File: config.mk
export PLATFORM = sky130hd
export DESIGN_NAME = window_frame_sequencer
export DESIGN_NICKNAME = d
export VERILOG_FILES = /design/src/rtl/window_frame_sequencer.sv
export SDC_FILE = /design/constraint.sdc
export NUM_CORES = 1
export LEC_CHECK = 0
export CORE_MARGIN = 2
export CORE_UTILIZATION = 40
export CTS_CLUSTER_SIZE = 40
export DETAILED_ROUTE_END_ITERATION = 8
export PLACE_DENSITY = 0.73
export RECOVER_POWER = 100
export SKIP_CTS_REPAIR_TIMING = 1
export SLEW_MARGIN = 20
export SYNTH_ARGS = -nofsm -noshare
export SYNTH_HDL_FRONTEND = slang
export SYNTH_SLANG_ARGS = --single-unit
File: constraint.sdc
create_clock -name clk -period 4.59 [get_ports clk]
set_input_delay 0.459 -clock clk [delete_from_list [all_inputs] [get_ports clk]]
set_output_delay 0.459 -clock clk [all_outputs]
set_load 0.005 [all_outputs]
File: src/rtl/window_frame_sequencer.sv
// Frame controller ahead of the hamming_window stage: cuts a valid/ready sample
// stream into FFT_SIZE-sample frames, gated by enable and downstream fft_ready.
module window_frame_sequencer #(
  parameter int unsigned WIDTH    = 32,
  parameter int unsigned FFT_SIZE = 64,
  parameter int unsigned WIN_LAT  = 2,
  parameter int unsigned CNT_W    = 16,
  localparam int unsigned IDX_W   = $clog2(FFT_SIZE)
) (
  input  logic             clk,
  input  logic             rst,
  input  logic             enable,
  input  logic [WIDTH-1:0] s_data,
  input  logic             s_valid,
  output logic             s_ready,
  input  logic             fft_ready,
  output logic [WIDTH-1:0] win_data,
  output logic             win_valid,
  output logic [IDX_W-1:0] coef_idx,
  output logic             win_sof,
  output logic             win_eof,
  output logic             frame_done,
  output logic [CNT_W-1:0] frame_count,
  output logic             busy
);

  localparam int unsigned     FL_W     = (WIN_LAT > 1) ? $clog2(WIN_LAT) : 1;
  localparam logic [IDX_W-1:0] LAST_IDX = IDX_W'(FFT_SIZE - 1);
  localparam logic [FL_W-1:0]  FL_LOAD  = FL_W'(WIN_LAT - 1);

  typedef enum logic [1:0] {
    IDLE     = 2'd0,
    WAIT_FFT = 2'd1,
    STREAM   = 2'd2,
    FLUSH    = 2'd3
  } state_t;

  state_t           state, state_n;
  logic [IDX_W-1:0] idx, idx_n;
  logic [FL_W-1:0]  flush_cnt, flush_n;
  logic             xfer;
  logic             last_flush;

  always_ff @(posedge clk or posedge rst) begin
    if (rst) begin
      state     <= IDLE;
      idx       <= '0;
      flush_cnt <= '0;
    end else begin
      state     <= state_n;
      idx       <= idx_n;
      flush_cnt <= flush_n;
    end
  end

  // s_ready is a pure state decode so s_valid never reaches it combinationally.
  always_comb begin
    state_n    = state;
    idx_n      = idx;
    flush_n    = flush_cnt;
    s_ready    = (state == STREAM);
    busy       = (state != IDLE);
    xfer       = s_valid && s_ready;
    last_flush = (state == FLUSH) && (flush_cnt == '0);
    frame_done = last_flush;

    unique case (state)
      IDLE: begin
        if (enable) state_n = WAIT_FFT;
      end
      WAIT_FFT: begin
        // A disabled block never starts a frame, even if the FFT is ready.
        if (!enable) begin
          state_n = IDLE;
        end else if (fft_ready) begin
          state_n = STREAM;
          idx_n   = '0;
        end
      end
      STREAM: begin
        if (xfer) begin
          idx_n = idx + 1'b1;
          if (idx == LAST_IDX) begin
            state_n = FLUSH;
            flush_n = FL_LOAD;
          end
        end
      end
      FLUSH: begin
        if (flush_cnt == '0) begin
          state_n = enable ? WAIT_FFT : IDLE;
        end else begin
          flush_n = flush_cnt - 1'b1;
        end
      end
      default: state_n = IDLE;
    endcase
  end

  always_ff @(posedge clk or posedge rst) begin
    if (rst) begin
      win_valid <= 1'b0;
      win_data  <= '0;
      coef_idx  <= '0;
      win_sof   <= 1'b0;
      win_eof   <= 1'b0;
    end else begin
      win_valid <= xfer;
      if (xfer) begin
        win_data <= s_data;
        coef_idx <= idx;
        win_sof  <= (idx == '0);
        win_eof  <= (idx == LAST_IDX);
      end
    end
  end

  always_ff @(posedge clk or posedge rst) begin
    if (rst) begin
      frame_count <= '0;
    end else if (last_flush) begin
      frame_count <= frame_count + 1'b1;
    end
  end

endmodule
==> results.cfg, run 1 <==
[power]
pwr_density_cell_mw_per_mm2 = 502
p_leak_nw = 2.04
power_mw = 1.96
ir_drop_mv = 0.238

[synthesis]
ys_ff_latch = 66
ys_seq_area_share_pct = 61.1
synth_warnings = 0
syn-num-nets = 316
ys.flop_type = dfrtp_1
yosysTopAreaCellShare_pct = 61.1
synth_top_cell_by_area = dfrtp_1
syn_inst = 276
synthTopCellsByArea = dfrtp_1 61%, nand2_1 17%, xnor2_1 3.2%, xor2_1 2.9%, ha_1 1.4%
synth_async_sr_flop_share_pct = 100
synthDistinctLibCells = 34
synth.cell_area_mm2 = 0.00270
synth_edf_count = 0
postSynthAreaPerCell_um2 = 9.79

[cells_and_area]
seq_area_mm2 = 0.00165
final_common_cell = nand2_1
layout_common_cells = 125 x nand2_1, 66 x dfrtp_1, 62 x dlygate4sd3_1
diodes = 0
layout.nets = 415
fin_cells = 456
drive_gt1_share_pct = 5.01
postLayoutCoreUtil_pct = 60.3
fillers = 589
final_area_mm2 = 0.00390
synthToLayoutAreaGrowth_pct = 44.2
multi_input_area_um2 = 960

[route]
firstDrtPassIters = 4
wl_um = 5760
drc_errors = 0
num_vias = 2125
route.met3.wl_um = 260
drtIter0Drc = 125
wl_met1_um = 2500
wl_per_cell_um = 12.6
top_layer_used = met4
route.met2.wl_um = 2940
ant_nets = 0
viasPerCell = 4.66

[floorplan]
floorplan.core_area_mm2 = 0.00646
die_area_mm2 = 0.00743
die_height_um = 86.2
row_count = 29
die_w_um = 86.2
io_pins = 97
start_util_pct = 41.8

[placement]
dpl.hpwl_um = 4000
dpl_worst_slack_ns = 1.83
gp_congestion = 0.757
place_area_mm2 = 0.00373
portBuffers = 96
place_inst = 441

[sta]
hold_ws_ns = 0.466
hold_viol = 0
worst_pin_slew_ns = 1.57
period_share_pct = 64.1
setup_viol = 0
fin_ws_ns = 1.65
setup_tns_ns = 0
fmax_mhz = 340
fin_worst_skew_ns = 0.00649
min_period_ns = 2.94
slew_viol_final = 67
relSlewSlack_pct = -4.80
rsz0062_at_grt = no

[grt]
grt_start_max_net_pins = 67
antenna_found_initial = 0
grt_overflow = 0
grt_pass1_vias = 2115
grt_pass1_wl_um = 9400
grt_usage_pct = 16.1

[min_path]
min_path_type = flop to flop

[worst_setup_path]
critPathLaunchType = flop
worst-path-buf-inv = 1
worstPathRequired_ns = 4.81
cp_max_fo = 46
cp.arrival_ns = 3.16
rrSetupSlack_ns = 1.65
path_cells = and2b_4 -> nand2_1 -> inv_2 -> nand4_1 -> xor2_1 -> nor2_1
cpPeakStageDelay_ns = 0.94
end_kind = flop
cp_top_family = simple AND/OR/NAND/NOR gates
criticalPathCategory = flop to flop
crit_slowest_cell = inv_2

[clock_tree]
clock_sinks = 66
clk_pin_slew_worst_paths_ns = 0.07
cts-root-buf = clkbuf_8
h-tree-depth = 3
clk_latency_ns = 0.33
cts_tree = done
ctsLongestPathBuffers = 2
numCtsBuffers = 9

[job]
maxCapViolCount = 1

[outcome]
violations = capacitance limit, slew limit
status = finished, violations left
[synthesized netlist by cell type, types with 2 or more instances]
| library cell | n |
|---|---|
| xor2_1 | 9 |
| nor2_1 | 10 |
| o21ai_1 | 2 |
| inv_2 | 2 |
| dfrtp_1 | 66 |
| a21oi_1 | 2 |
| o21ai_0 | 2 |
| ha_1 | 3 |
| and3_1 | 5 |
| nand4_1 | 3 |
| clkbuf_1 | 4 |
| buf_2 | 5 |
| nand3_1 | 7 |
| xnor2_1 | 10 |
| nand2b_1 | 2 |
| inv_1 | 3 |
| nand2_1 | 124 |
[worst reg2reg max path, cell delays in order, from the launching register on]
cell and delay [ns]:
dfrtp_1 0.44, and2b_4 0.28, nand2_1 0.74, inv_2 0.95, nand4_1 0.21, xor2_1 0.17, nor2_1 0.05
[path summary, 6_finish.rpt]
| path | from | end | depth (start not counted) |
|---|---|---|---|
| max | state[0] | idx[4] | 6 |
| min | win_data[17] | win_data[17] | 2 |
| max reg2reg | state[0] | idx[4] | 6 |
| min reg2reg | win_data[17] | win_data[17] | 2 |
| max in group asynchronous | rst | flush_cnt | 3 |
| min in group asynchronous | rst | frame_count[13] | 3 |
[per-layer routing]
metal | up-vias | GRT usage (%)
met4 | 0 | 6.39
met3 | 6 | 3.81
met5 | - | 0
li1 | 1071 | -
met2 | 55 | 28.0
met1 | 993 | 19.4
[final cells by class]
| cell class | instances | share of cell area, % |
|---|---|---|
| flip-flops and latches | 66 | 42.4 |
| repair buffers | 97 | 24.8 |
| multi-input cells | 196 | 24.6 |
| clock buffers | 13 | 4.34 |
| well taps | 77 | 2.47 |
| clock inverters | 2 | 0.899 |
| inverters | 5 | 0.482 |
[cells by family after synthesis]
group / share of synthesized area, %
flip-flops: 61.1
multiplexers: 0.834
buffers and inverters: 2.18
AO/OA/AOI/OAI: 1.95
adder cells (fa/ha/maj): 1.39
XOR/XNOR: 6.16
AND/OR/NAND/NOR: 26.4
[sequential cells by signal, summed over array words and instances, names as in the netlist, named ones only]
register and cells:
state 1, frame_count 16, win_eof 1, win_data 32, win_valid 1, flush_cnt 1, win_sof 1, coef_idx 6
idx 6
[report_power, final]
| part | internal (mW) | switching (mW) | total [mW] |
|---|---|---|---|
| registers | 0.751 | 0.110 | 0.861 |
| logic | 0.339 | 0.257 | 0.597 |
| clock network | 0.292 | 0.206 | 0.498 |
No activity file was read; power rests on OpenSTA's default activity.
==> inputs of run 2 (changes only) <==
==> constraint.sdc (replaced) <==
create_clock -name clk -period 2.95 [get_ports clk]
set_input_delay 0.295 -clock clk [delete_from_list [all_inputs] [get_ports clk]]
set_output_delay 0.295 -clock clk [all_outputs]
set_load 0.005 [all_outputs]
==> run 2 against run 1 <==
  * The run now ends clean
  * Worst setup slack lost 0.78 ns
  * Flip-flop and latch count is the same
  * Largest power group unchanged
  * Sequential power is 56% higher
  * Critical endpoint is now frame_done
  * Critical path depth decreased by 3
  * Clock skew hardly changed
  * Largest cell class unchanged
==> results.cfg, run 2 (synthesis gave the netlist of run 1 again) <==
[route]
drtIter0Drc = 121
viasPerCell = 4.80
drc_errors = 0
ant_nets = 0
firstDrtPassIters = 4
wl_um = 5920
wl_per_cell_um = 12.9
num_vias = 2207

[sta]
rsz0062_at_grt = no
slew_viol_final = 0
fmax_mhz = 481
period_share_pct = 70.4
setup_tns_ns = 0
min_period_ns = 2.08
fin_worst_skew_ns = 0.00615
hold_viol = 0
relSlewSlack_pct = 25.0
setup_viol = 0
worst_pin_slew_ns = 1.12

[clock_tree]
ctsLongestPathBuffers = 2
clk_latency_ns = 0.33
numCtsBuffers = 9
clk_pin_slew_worst_paths_ns = 0.07
h-tree-depth = 3
clock_sinks = 66
cts_tree = done
cts-root-buf = clkbuf_8

[power]
pwr_density_cell_mw_per_mm2 = 778
power_mw = 3.04
ir_drop_mv = 0.518
p_leak_nw = 2.05

[worst_setup_path]
criticalPathCategory = flop to output pin
timing.rr.start = state[0]
cp.arrival_ns = 1.78
worstPathRequired_ns = 2.65
crit_slowest_cell = dlygate4sd3_1
cpPeakStageDelay_ns = 0.59
path_cells = nand3b_1 -> inv_1 -> dlygate4sd3_1
cp_max_fo = 8
end_kind = output pin
critPathLaunchType = flop

[placement]
gp_congestion = 0.775
place_inst = 444
portBuffers = 96
dpl.hpwl_um = 4210

[cells_and_area]
largest_register_ffs = 32
drive_gt1_share_pct = 4.96
postLayoutCoreUtil_pct = 60.5
reg.largest.list = win_data: 32 flops, frame_count: 16 flops
final_common_cell = nand2_1
diodes = 0
fillers = 574
layout.nets = 418
layout_common_cells = 125 x nand2_1, 66 x dfrtp_1, 61 x dlygate4sd3_1
synthToLayoutAreaGrowth_pct = 44.7
top_register = win_data
fin_cells = 460

[job]
maxCapViolCount = 0

[floorplan]
die_w_um = 86.2
start_util_pct = 41.8
die_height_um = 86.2
floorplan.core_area_mm2 = 0.00646
die_area_mm2 = 0.00743
row_count = 29
io_pins = 97

[grt]
grt_overflow = 0
antenna_found_initial = 0
grt_usage_pct = 17.1
grt_start_max_net_pins = 42
grt_pass1_vias = 2223
grt_pass1_wl_um = 9990

[min_path]
min_path_type = flop to flop
min_from = win_data[11]

[outcome]
status = complete, no violations
## run 2: layout make-up
type / instances / area [µm²] / share of cell area (%)
sequential: 66 / 1650 / 42.3
timing repair buffer: 100 / 985 / 25.2
multi-input combinational: 196 / 960 / 24.6
clock buffer: 14 / 163 / 4.16
tap: 77 / 96.3 / 2.46
clock inverter: 2 / 35.0 / 0.896
inverter: 5 / 18.8 / 0.480
## run 2: worst paths after layout
kind | to | slack [ns] | depth (start not counted)
worst max register to register | idx[4] | 0.94 | 6
worst max-delay path | frame_done | 0.87 | 3
max in group asynchronous | win_data[14] | 0.92 | 3
min in group asynchronous | frame_count[2] | 0.70 | 2
worst min-delay path | win_data[11] | 0.47 | 2
worst min register to register | win_data[11] | 0.47 | 2
## run 2: through the flow
| stage | worst slack, ns | instance area (µm²) | hold slack, ns |
|---|---|---|---|
| finish | 0.872 | 3910 | 0.468 |
| global route | 0.519 | 3910 | 0.481 |
| CTS | 0.962 | 3950 | 0.394 |
| detailed placement | 1.12 | 3750 | 0.461 |
| global placement | 1.18 | 3750 | 0.458 |
| floorplan | 1.00 | 2700 | 0.400 |
## run 2: critical path: cells and delay by family, from the launching register on
kind | cells | cell delay (ns)
buffers and inverters | 2 | 0.78
DFF | 1 | 0.47
and+or+nand+nor | 1 | 0.21
## run 2: report_power, final
group | total [mW] | internal, mW | switching (mW)
Sequential | 1.34 | 1.17 | 0.168
Clock | 0.761 | 0.437 | 0.324
Combinational | 0.946 | 0.533 | 0.412
## run 2: layer usage
metal	GRT usage [%]	vias up	wire, µm
li1	-	1074	-
met2	28.3	58	2890
met4	8.52	0	158
met5	0	-	0
met1	21.3	1062	2630
met3	3.71	13	240
==> inputs of run 3 (changes only) <==
--- a/config.mk
+++ b/config.mk
@@ -9,7 +9,7 @@
 export CORE_UTILIZATION = 40
 export CTS_CLUSTER_SIZE = 40
 export DETAILED_ROUTE_END_ITERATION = 8
-export PLACE_DENSITY = 0.73
+export PLACE_DENSITY = 0.76
 export RECOVER_POWER = 100
 export SKIP_CTS_REPAIR_TIMING = 1
 export SLEW_MARGIN = 20
==> constraint.sdc (replaced) <==
create_clock -name clk -period 1.8 [get_ports clk]
set_input_delay 0.18 -clock clk [delete_from_list [all_inputs] [get_ports clk]]
set_output_delay 0.18 -clock clk [all_outputs]
set_load 0.005 [all_outputs]
==> run 3 against run 2 <==
  * Flip-flop and latch count unchanged
  * Highest routed layer unchanged
  * Register-to-register slack worse by 0.75 ns
  * Largest power group unchanged
  * Die area unchanged
  * Largest cell class unchanged
  * Sequential share of layout area down 0.25 points
  * Total power up 63%
==> results.cfg, run 3 (synthesis gave the netlist of run 1 again) <==
[outcome]
status = complete, no violations

[placement]
dpl_worst_slack_ns = 0.266
place_inst = 446
dpl.hpwl_um = 4290
gp_congestion = 0.760
portBuffers = 96

[grt]
grt_overflow = 0
grt_start_max_net_pins = 42
antenna_found_initial = 0
grt_pass1_vias = 2186
grt_pass1_wl_um = 10100
grt_usage_pct = 17.2

[cells_and_area]
top_register = win_data
seq_area_mm2 = 0.00165
synthToLayoutAreaGrowth_pct = 45.7
reg.largest.list = win_data: 32 flops, frame_count: 16 flops
layout.nets = 420
diodes = 0
multi_input_area_um2 = 980
fillers = 573
final_common_cell = nand2_1
layout_common_cells = 125 x nand2_1, 65 x dfrtp_1, 58 x dlygate4sd3_1
drive_gt1_share_pct = 7.27
largest_register_ffs = 32
fin_cells = 462
postLayoutCoreUtil_pct = 60.9

[sta]
relSlewSlack_pct = 55.0
min_period_ns = 1.72
slew_viol_final = 0
fmax_mhz = 582
period_share_pct = 95.4
setup_tns_ns = 0
fin_worst_skew_ns = 0.00697
hold_viol = 0
setup_viol = 0
worst_pin_slew_ns = 0.675
rsz0062_at_grt = no
fin_ws_ns = 0.0827
hold_ws_ns = 0.298

[worst_setup_path]
criticalPathCategory = flop to output pin
path_cells = or2_2 -> clkdlybuf4s50_1
cp.arrival_ns = 1.54
worstPathRequired_ns = 1.62
cpPeakStageDelay_ns = 0.46
cp_max_fo = 7
crit_slowest_cell = clkdlybuf4s50_1
rrSetupSlack_ns = 0.19
cp_top_family = buffers and inverters
worst-path-buf-inv = 1
critPathLaunchType = flop
end_kind = output pin

[floorplan]
io_pins = 97
row_count = 29
die_area_mm2 = 0.00743
die_w_um = 86.2
floorplan.core_area_mm2 = 0.00646
die_height_um = 86.2
start_util_pct = 41.8

[route]
firstDrtPassIters = 4
wl_um = 5860
wl_per_cell_um = 12.7
num_vias = 2186
drc_errors = 0
drtIter0Drc = 68
viasPerCell = 4.73
ant_nets = 0

[clock_tree]
cts_tree = done
numCtsBuffers = 9
ctsLongestPathBuffers = 2
cts-root-buf = clkbuf_8
clk_pin_slew_worst_paths_ns = 0.07
clock_sinks = 66
clk_latency_ns = 0.33
h-tree-depth = 3

[power]
ir_drop_mv = 0.620
p_leak_nw = 2.08
pwr_density_cell_mw_per_mm2 = 1260

[job]
maxCapViolCount = 0

[min_path]
min_path_type = input port to asynchronous set/reset pin
==> run 3: cell count changes in the layout (fill, tap and decap cells not counted), sizes merged <==
cell and change:
dlygate4sd3 -3, clkinv +1, buf -1, dlymetal6s2s +2, clkdlybuf4s50 +1, clkinvlp +3, inv -1
==> run 3: layout make-up <==
cell class | count | area share, %
Sequential cell | 66 | 42.0
Multi-Input combinational cell | 196 | 24.9
Inverter | 5 | 0.572
Clock buffer | 11 | 3.34
Tap cell | 77 | 2.45
Timing Repair Buffer | 102 | 25.3
Clock inverter | 5 | 1.40
==> run 3: per-stage QoR <==
| step | power (mW) | area [µm²] |
|---|---|---|
| after detailed placement | 4.02 | 3790 |
| after CTS | 5.21 | 3980 |
| after floorplan | 2.89 | 2710 |
| after global placement | 3.95 | 3790 |
| after global routing | 5.33 | 3940 |
| final | 4.94 | 3940 |
==> run 3: path summary, 6_finish.rpt <==
kind | startpoint | end | cells after the start
worst max-delay path | state[0] | busy | 2
worst min register to register | win_data[1] | win_data[1] | 2
max in group asynchronous | rst | asynchronous set/reset pin | 3
min in group clk | s_data[12] | win_data[12] | 3
worst min-delay path | rst | frame_count[1] | 2
worst max register to register | state[0] | win_data[19] | 6
==> run 3: worst register-to-register path: stages (launching register included) <==
cell and delay, ns:
dfrtp_1 0.44, and2b_4 0.28, nand2_1 0.07, inv_2 0.22, buf_2 0.37, nand2_1 0.10
nand2_1 0.07
==> run 3: metal layers <==
metal  up-vias  part of all wire [%]  track usage [%]
met3         8                   4.2             4.29
met1      1047                    44             20.6
met5         -                     0                0
li1       1084                     -                -
met2        47                    50             29.3
met4         0                   1.4             7.95
==> run 3: report_power, final <==
part,switching [mW],total (mW),internal [mW]
clock,0.540,1.18,0.636
combinational,0.686,1.57,0.886
sequential,0.279,2.20,1.92
